### config.mk
export PLATFORM = sky130hd
export DESIGN_NAME = id_stage_pipe
export DESIGN_NICKNAME = d
export VERILOG_FILES = /design/src/rtl/id_stage_pipe_pkg.sv /design/src/rtl/id_ctrl.sv /design/src/rtl/id_stage_pipe_regfile.sv /design/src/rtl/id_stage_pipe.sv
export SDC_FILE = /design/constraint.sdc
export NUM_CORES = 2
export LEC_CHECK = 0
export CORE_UTILIZATION = 56
export CTS_CLUSTER_SIZE = 30
export DETAILED_ROUTE_END_ITERATION = 8
export GPL_TIMING_DRIVEN = 0
export PLACE_DENSITY = 0.74
export SYNTH_ARGS = -nofsm -noshare
export SYNTH_HDL_FRONTEND = slang
export SYNTH_SLANG_ARGS = --single-unit
### constraint.sdc
create_clock -name clk -period 4.7 [get_ports clk]
set_clock_uncertainty 0.2 [all_clocks]
set_input_delay 0.94 -clock clk [delete_from_list [all_inputs] [get_ports clk]]
set_output_delay 0.94 -clock clk [all_outputs]
set_load 0.02 [all_outputs]
### src/rtl/id_stage_pipe_pkg.sv
// Shared decode constants and types for the instruction-decode stage.
// Holds status bit positions, execute commands and condition codes.
package id_stage_pipe_pkg;

    localparam int REG_ADDR_W = 4;

    localparam int ST_N = 3;
    localparam int ST_Z = 2;
    localparam int ST_C = 1;
    localparam int ST_V = 0;

    localparam logic [1:0] MODE_ALU = 2'b00;
    localparam logic [1:0] MODE_MEM = 2'b01;
    localparam logic [1:0] MODE_BR  = 2'b10;

    localparam logic [3:0] EXE_NOP = 4'b0000;
    localparam logic [3:0] EXE_MOV = 4'b0001;
    localparam logic [3:0] EXE_ADD = 4'b0010;
    localparam logic [3:0] EXE_ADC = 4'b0011;
    localparam logic [3:0] EXE_SUB = 4'b0100;
    localparam logic [3:0] EXE_SBC = 4'b0101;
    localparam logic [3:0] EXE_AND = 4'b0110;
    localparam logic [3:0] EXE_ORR = 4'b0111;
    localparam logic [3:0] EXE_EOR = 4'b1000;
    localparam logic [3:0] EXE_MVN = 4'b1001;

    typedef enum logic [3:0] {
        CC_EQ = 4'h0, CC_NE = 4'h1, CC_CS = 4'h2, CC_CC = 4'h3,
        CC_MI = 4'h4, CC_PL = 4'h5, CC_VS = 4'h6, CC_VC = 4'h7,
        CC_HI = 4'h8, CC_LS = 4'h9, CC_GE = 4'hA, CC_LT = 4'hB,
        CC_GT = 4'hC, CC_LE = 4'hD, CC_AL = 4'hE, CC_NV = 4'hF
    } cond_e;

    typedef struct packed {
        logic       s;
        logic       b;
        logic [3:0] exe_cmd;
        logic       mem_w_en;
        logic       mem_r_en;
        logic       wb_en;
    } ctrl_t;

endpackage

### src/rtl/id_ctrl.sv
// Opcode controller and condition-code checker used by the decode stage.
// Both are purely combinational.
module id_controller
    import id_stage_pipe_pkg::*;
(
    input  logic [1:0] mode,
    input  logic [3:0] opcode,
    input  logic       s_bit,
    output ctrl_t      ctrl
);

    always_comb begin
        ctrl = '0;
        unique case (mode)
            MODE_ALU: begin
                ctrl.s     = s_bit;
                ctrl.wb_en = 1'b1;
                unique case (opcode)
                    4'b1101: ctrl.exe_cmd = EXE_MOV;
                    4'b1111: ctrl.exe_cmd = EXE_MVN;
                    4'b0100: ctrl.exe_cmd = EXE_ADD;
                    4'b0101: ctrl.exe_cmd = EXE_ADC;
                    4'b0010: ctrl.exe_cmd = EXE_SUB;
                    4'b0110: ctrl.exe_cmd = EXE_SBC;
                    4'b0000: ctrl.exe_cmd = EXE_AND;
                    4'b1100: ctrl.exe_cmd = EXE_ORR;
                    4'b0001: ctrl.exe_cmd = EXE_EOR;
                    4'b1010: begin
                        ctrl.exe_cmd = EXE_SUB;
                        ctrl.wb_en   = 1'b0;
                    end
                    4'b1000: begin
                        ctrl.exe_cmd = EXE_AND;
                        ctrl.wb_en   = 1'b0;
                    end
                    default: begin
                        ctrl.exe_cmd = EXE_NOP;
                        ctrl.wb_en   = 1'b0;
                    end
                endcase
            end
            // s_bit is the load/store selector in memory mode
            MODE_MEM: begin
                ctrl.exe_cmd  = EXE_ADD;
                ctrl.mem_r_en = s_bit;
                ctrl.wb_en    = s_bit;
                ctrl.mem_w_en = ~s_bit;
            end
            MODE_BR: ctrl.b = 1'b1;
            default: ctrl = '0;
        endcase
    end

endmodule

module id_cond_check
    import id_stage_pipe_pkg::*;
(
    input  logic [3:0] cond,
    input  logic [3:0] status,
    output logic       pass
);

    logic n, z, c, v;

    always_comb begin
        n    = status[ST_N];
        z    = status[ST_Z];
        c    = status[ST_C];
        v    = status[ST_V];
        pass = 1'b0;
        unique case (cond_e'(cond))
            CC_EQ: pass = z;
            CC_NE: pass = ~z;
            CC_CS: pass = c;
            CC_CC: pass = ~c;
            CC_MI: pass = n;
            CC_PL: pass = ~n;
            CC_VS: pass = v;
            CC_VC: pass = ~v;
            CC_HI: pass = c & ~z;
            CC_LS: pass = ~c | z;
            CC_GE: pass = (n == v);
            CC_LT: pass = (n != v);
            CC_GT: pass = ~z & (n == v);
            CC_LE: pass = z | (n != v);
            CC_AL: pass = 1'b1;
            CC_NV: pass = 1'b0;
        endcase
    end

endmodule

### src/rtl/id_stage_pipe_regfile.sv
// 16-entry register file: async reads, multi-port sync writes,
// optional write-to-read forwarding.
module id_regfile
    import id_stage_pipe_pkg::*;
#(
    parameter int DATA_W   = 32,
    parameter int WB_PORTS = 1,
    parameter int BYPASS   = 1
) (
    input  logic                           clk,
    input  logic                           rst,
    input  logic [WB_PORTS-1:0]            wb_en,
    input  logic [REG_ADDR_W*WB_PORTS-1:0] wb_dest,
    input  logic [DATA_W*WB_PORTS-1:0]     wb_value,
    input  logic [REG_ADDR_W-1:0]          rn_addr,
    input  logic [REG_ADDR_W-1:0]          rm_addr,
    output logic [DATA_W-1:0]              rn_value,
    output logic [DATA_W-1:0]              rm_value
);

    logic [DATA_W-1:0] regs [16];

    // Later ports are applied last, so the highest index wins a collision
    always_ff @(posedge clk or negedge rst) begin
        if (!rst) begin
            for (int i = 0; i < 16; i++) begin
                regs[i] <= '0;
            end
        end else begin
            for (int k = 0; k < WB_PORTS; k++) begin
                if (wb_en[k]) begin
                    regs[wb_dest[k*REG_ADDR_W +: REG_ADDR_W]] <=
                        wb_value[k*DATA_W +: DATA_W];
                end
            end
        end
    end

    always_comb begin
        rn_value = regs[rn_addr];
        rm_value = regs[rm_addr];
        if (BYPASS != 0) begin
            for (int k = 0; k < WB_PORTS; k++) begin
                if (wb_en[k] &&
                    wb_dest[k*REG_ADDR_W +: REG_ADDR_W] == rn_addr) begin
                    rn_value = wb_value[k*DATA_W +: DATA_W];
                end
                if (wb_en[k] &&
                    wb_dest[k*REG_ADDR_W +: REG_ADDR_W] == rm_addr) begin
                    rm_value = wb_value[k*DATA_W +: DATA_W];
                end
            end
        end
    end

endmodule

### src/rtl/id_stage_pipe.sv
// Decode stage: register read, control decode, condition check and
// a small output FIFO toward execute.
module id_stage_pipe
    import id_stage_pipe_pkg::*;
#(
    parameter int DATA_W   = 32,
    parameter int WB_PORTS = 1,
    parameter int DEPTH    = 2,
    parameter int BYPASS   = 1
) (
    input  logic                           clk,
    input  logic                           rst,
    input  logic                           in_valid,
    output logic                           in_ready,
    input  logic [31:0]                    instruction,
    input  logic [DATA_W-1:0]              pc_in,
    input  logic                           flush,
    input  logic                           hazard,
    input  logic [3:0]                     status,
    input  logic [WB_PORTS-1:0]            wb_en,
    input  logic [REG_ADDR_W*WB_PORTS-1:0] wb_dest,
    input  logic [DATA_W*WB_PORTS-1:0]     wb_value,
    output logic [REG_ADDR_W-1:0]          rn_addr,
    output logic [REG_ADDR_W-1:0]          rm_addr,
    output logic                           two_src,
    output logic                           out_valid,
    input  logic                           out_ready,
    output logic [3:0]                     dest,
    output logic [23:0]                    branch_imm,
    output logic                           imm,
    output logic [11:0]                    shift_operand,
    output logic [DATA_W-1:0]              rn_value,
    output logic [DATA_W-1:0]              rm_value,
    output logic [DATA_W-1:0]              pc,
    output logic                           s,
    output logic                           b,
    output logic [3:0]                     exe_cmd,
    output logic                           mem_w_en,
    output logic                           mem_r_en,
    output logic                           wb_en_out,
    output logic                           carry
);

    localparam int CNT_W = $clog2(DEPTH + 1);
    localparam int PTR_W = (DEPTH > 1) ? $clog2(DEPTH) : 1;

    typedef struct packed {
        logic [3:0]        dest;
        logic [23:0]       branch_imm;
        logic              imm;
        logic [11:0]       shift_operand;
        logic [DATA_W-1:0] rn_value;
        logic [DATA_W-1:0] rm_value;
        logic [DATA_W-1:0] pc;
        ctrl_t             ctrl;
        logic              carry;
    } entry_t;

    function automatic logic [PTR_W-1:0] ptr_next(input logic [PTR_W-1:0] p);
        return (p == PTR_W'(DEPTH - 1)) ? '0 : p + PTR_W'(1);
    endfunction

    ctrl_t             ctrl_raw;
    logic              cond_ok;
    logic [DATA_W-1:0] rd_rn;
    logic [DATA_W-1:0] rd_rm;
    entry_t            entry;
    entry_t            head;
    entry_t            buf_q [DEPTH];
    logic [CNT_W-1:0]  count;
    logic [PTR_W-1:0]  wr_ptr;
    logic [PTR_W-1:0]  rd_ptr;
    logic              push;
    logic              pop;

    id_controller u_ctrl (
        .mode   (instruction[27:26]),
        .opcode (instruction[24:21]),
        .s_bit  (instruction[20]),
        .ctrl   (ctrl_raw)
    );

    id_cond_check u_cond (
        .cond   (instruction[31:28]),
        .status (status),
        .pass   (cond_ok)
    );

    id_regfile #(
        .DATA_W   (DATA_W),
        .WB_PORTS (WB_PORTS),
        .BYPASS   (BYPASS)
    ) u_rf (
        .clk      (clk),
        .rst      (rst),
        .wb_en    (wb_en),
        .wb_dest  (wb_dest),
        .wb_value (wb_value),
        .rn_addr  (rn_addr),
        .rm_addr  (rm_addr),
        .rn_value (rd_rn),
        .rm_value (rd_rm)
    );

    assign rn_addr = instruction[19:16];
    assign rm_addr = ctrl_raw.mem_w_en ? instruction[15:12]
                                       : instruction[3:0];
    assign two_src = ~instruction[25] | ctrl_raw.mem_w_en;

    assign in_ready = rst & (count < CNT_W'(DEPTH)) & ~hazard & ~flush;
    assign out_valid = (count != '0);
    assign push = in_valid & in_ready;
    assign pop  = out_valid & out_ready & ~flush;

    always_comb begin
        entry               = '0;
        entry.dest          = instruction[15:12];
        entry.branch_imm    = instruction[23:0];
        entry.imm           = instruction[25];
        entry.shift_operand = instruction[11:0];
        entry.rn_value      = rd_rn;
        entry.rm_value      = rd_rm;
        entry.pc            = pc_in;
        entry.ctrl          = cond_ok ? ctrl_raw : '0;
        entry.carry         = status[ST_C];
    end

    always_ff @(posedge clk or negedge rst) begin
        if (!rst) begin
            count  <= '0;
            wr_ptr <= '0;
            rd_ptr <= '0;
            for (int i = 0; i < DEPTH; i++) begin
                buf_q[i] <= '0;
            end
        end else if (flush) begin
            count  <= '0;
            wr_ptr <= '0;
            rd_ptr <= '0;
        end else begin
            if (push) begin
                buf_q[wr_ptr] <= entry;
                wr_ptr        <= ptr_next(wr_ptr);
            end
            if (pop) begin
                rd_ptr <= ptr_next(rd_ptr);
            end
            unique case ({push, pop})
                2'b10:   count <= count + CNT_W'(1);
                2'b01:   count <= count - CNT_W'(1);
                default: count <= count;
            endcase
        end
    end

    // Empty buffer presents an all-zero bundle
    assign head = out_valid ? buf_q[rd_ptr] : '0;

    assign dest          = head.dest;
    assign branch_imm    = head.branch_imm;
    assign imm           = head.imm;
    assign shift_operand = head.shift_operand;
    assign rn_value      = head.rn_value;
    assign rm_value      = head.rm_value;
    assign pc            = head.pc;
    assign s             = head.ctrl.s;
    assign b             = head.ctrl.b;
    assign exe_cmd       = head.ctrl.exe_cmd;
    assign mem_w_en      = head.ctrl.mem_w_en;
    assign mem_r_en      = head.ctrl.mem_r_en;
    assign wb_en_out     = head.ctrl.wb_en;
    assign carry         = head.carry;

endmodule

==> results by group <==
Place
  – Placed cell area: 0.0485 mm2
  – Port Buffers: 252
  – Dpl cells: 4,761
  – Post-DP HPWL: 99,400 um
  – GP Congestion: 0.941

Synthesis
  – Primary FF master, synth: dfrtp_1
  – Post-synth EDFFs: 0
  – Syn Area/Cell: 12.9 um2
  – Yosys warnings: 0
  – Sequential area share after synthesis: between 40 and 50%
  – Top post-synthesis cells by area: dfrtp_1 44%, mux4_2 21%, mux2_2 9.9%
  – Biggest area consumer among synthesized cells: dfrtp_1
  – Cells after synthesis: between 3,000 and 4,000
  – Mapped Nets: 3,573
  – #FFs+latches synth: 778
  – Async SR Flop Fraction: 100%
  – Share of the synthesized area in the top cell type: 43.8%
  – Cell Area, Synth: 0.0445 mm2
  – Synth cell types: 61

Clock tree
  – Clk Latency, worst-skew pair: 0.67 ns
  – Clock Tree Buf Depth: 3
  – CTS buffer count: 85
  – Cts hold-fix bufs: 0
  – TritonCTS clock tree: done
  – Root buf cell: clkbuf_16
  – H-tree Lvls: 3
  – CTS clk-pin slew, worst paths: 0.06 ns
  – Num Clock Sinks: just under 800

Global routing
  – Global route overflow: 0
  – Initial antenna violation count: 5
  – Largest net degree at the start of global routing: 116
  – Gr usage total: between 30% and 40%
  – Vias in the first global route: 32,838
  – First-pass GRT wire length: 213,000 um

Critical path
  – Worst Setup End Kind: output port
  – Worst reg2reg endpoint: buf_q[197]$_DFFE_PN0P_
  – CP Max Fanout: 10
  – Worst reg2reg path depth: 8
  – Reg2Reg Setup Slack: 1.36 ns
  – WP data required: ~3.6 ns
  – Arrival @ worst endpoint: 3.45 ns
  – Setup CP Type: reg -> out
  – R2r startpoint: count[1]$_DFFE_PN0P_
  – CP Launch Type: flop

Detailed routing
  – First-pass iteration count of the detailed router: 7
  – Total number of vias: 32,816
  – Initial DRC count: 3,721
  – Post-route DRC violation count: 0
  – Wirelength, routed: 144,000 um
  – Drt wl/cell: a little under 30 um
  – Via density: about 6.7
  – Remaining antenna violation count: 0

Final layout
  – Final Non-Filler Cells: approximately 4,900
  – Fill cells: 5,743
  – Most frequent cells in the layout: 778 x dfrtp_1, 622 x nand2_1, 410 x mux4_2
  – Design area: 0.0516 mm2
  – Area delta synth->final: 15.9%
  – Final Util: 66.1%
  – Most common cell after layout, fill and taps aside: dfrtp_1
  – Share of cells above drive strength 1: approximately 28%
  – Fin nets: 3,919

Status
  – Status: finished, final reports clean

Timing
  – Fin crit share: 97.7%
  – Relative slew slack: 3.10%
  – F_max: 218 MHz
  – Final Max Tran Viols: 0
  – # setup viols final: 0
  – TNS Setup: 0 ns
  – Endpoints failing hold: 0
  – Tmin final: around 4.6 ns
  – Worst Tran Pin Value: 1.45 ns
  – RSZ-0062 raised after global routing: no

Floorplanning
  – Core box area: 0.0780 mm2
  – Die width: 284 um
  – DIE HEIGHT: 284 um
  – # rows: 102
  – # IOs: 269
  – Die area: 0.0806 mm2
  – Starting Density: 57.1%

Run
  – Max_cap viols: 0

Power
  – Leakage dissipation: about 0.022 uW
  – Tot Pwr: between 20,000 and 25,000 uW
  – PD cells: 426 mW/mm2
  – VDD IR max: 372 uV

Worst hold path
  – Min-delay worst type: in -> async
-- state kept, by name, indices dropped and copies added, names as in the netlist --
name       cells
wr_ptr         1
u_rf.regs    512
rd_ptr         1
count          2
buf_q        262
-- stage by stage --
stage          setup slack [ns]  hold WS (ns)
2_1_floorplan              1.31         0.245
3_3_place_gp             -32.60         0.256
3_5_place_dp             -0.127         0.261
4_1_cts                  0.0427        0.0504
5_1_grt                 0.00737        0.0841
6_report                  0.109        0.0147
-- kinds of logic (layout without fill, tap and decap cells) --
logic type	Yosys count	count (layout)	share of synthesized area, %
compound gates	214	214	3.88
buf+inv	355	768	3.57
other cells	0	3	0
mux	1223	1223	40.6
simple gates	878	878	7.89
flops	778	778	43.8
xor+xnor	14	14	0.293
-- worst max-delay path, stage by stage (launching register included) --
cell	delay, ns
dfrtp_1	0.32
clkbuf_1	0.23
buf_2	0.49
clkdlybuf4s15_2	0.56
mux2i_1	0.24
nor2_1	0.28
clkdlybuf4s50_1	0.66
-- power breakdown --
group / switching, uW / internal [uW] / leakage [uW] / total [uW]
clock: 2920 / 4410 / 0.00149 / 7320
sequential: 1200 / 8140 / 0.00980 / 9340
combinational: 2310 / 3020 / 0.0103 / 5330
-- worst max-delay path by stage --
stage / endpoint / cells after the start / slack [ns] / start
final: rn_value[15] / 6 / 0.11 / rd_ptr$_DFFE_PN0P_
after detailed placement: rm_value[18] / 6 / -0.13 / rd_ptr$_DFFE_PN0P_
after CTS: rn_value[15] / 6 / 0.04 / rd_ptr$_DFFE_PN0P_
after global routing: rm_value[15] / 5 / 0.007 / count[1]$_DFFE_PN0P_
after floorplan: rm_addr[3] / 7 / 1.31 / instruction[20]
after global placement: u_rf.regs[177]$_DFFE_PN0P_ / 1 / -32.60 / rst
-- synth_stat cells (all sizes together), types with 3 or more instances --
| cell type | number |
|---|---|
| o21ai | 16 |
| and2 | 32 |
| nand2 | 622 |
| o31ai | 80 |
| nand3 | 6 |
| dfrtp | 778 |
| nor2b | 3 |
| nand3b | 4 |
| clkbuf | 215 |
| mux2 | 544 |
| nor3 | 3 |
| a211oi | 95 |
| nor2 | 182 |
| mux4 | 410 |
| xor2 | 7 |
| mux2i | 269 |
| xnor2 | 7 |
| buf | 131 |
| a21oi | 8 |
| nand2b | 9 |
| inv | 9 |
-- final cells by class --
class	count	area, um2	area share [%]
timing repair buffer	260	2740	5.30
inverter	9	33.8	0.0655
tap	1040	1300	2.52
buffer	345	1580	3.06
clock buffer	125	2540	4.93
clock inverter	29	482	0.934
sequential	778	19500	37.7
antenna	3	7.51	0.0146
multi-input combinational	2329	23400	45.4
-- timing repair --
item,CTS,global route
endpoints found under the setup margin,96,19
buffers inserted,0,0
pin swaps,0,0
resized for setup,12,6
-- per-layer routing --
metal  global-route usage [%]  up-vias  routed length [um]  part of all wire [%]
met1                     47.5    17040               54500                    38
li1                         -    13465                   -                     -
met2                     54.3     1920               65600                    46
met3                     11.1      387               16700                    12
met5                        0        -                  34                 0.024
met4                     16.3        4                6950                   4.8
Power figures use the tool's default switching activity.
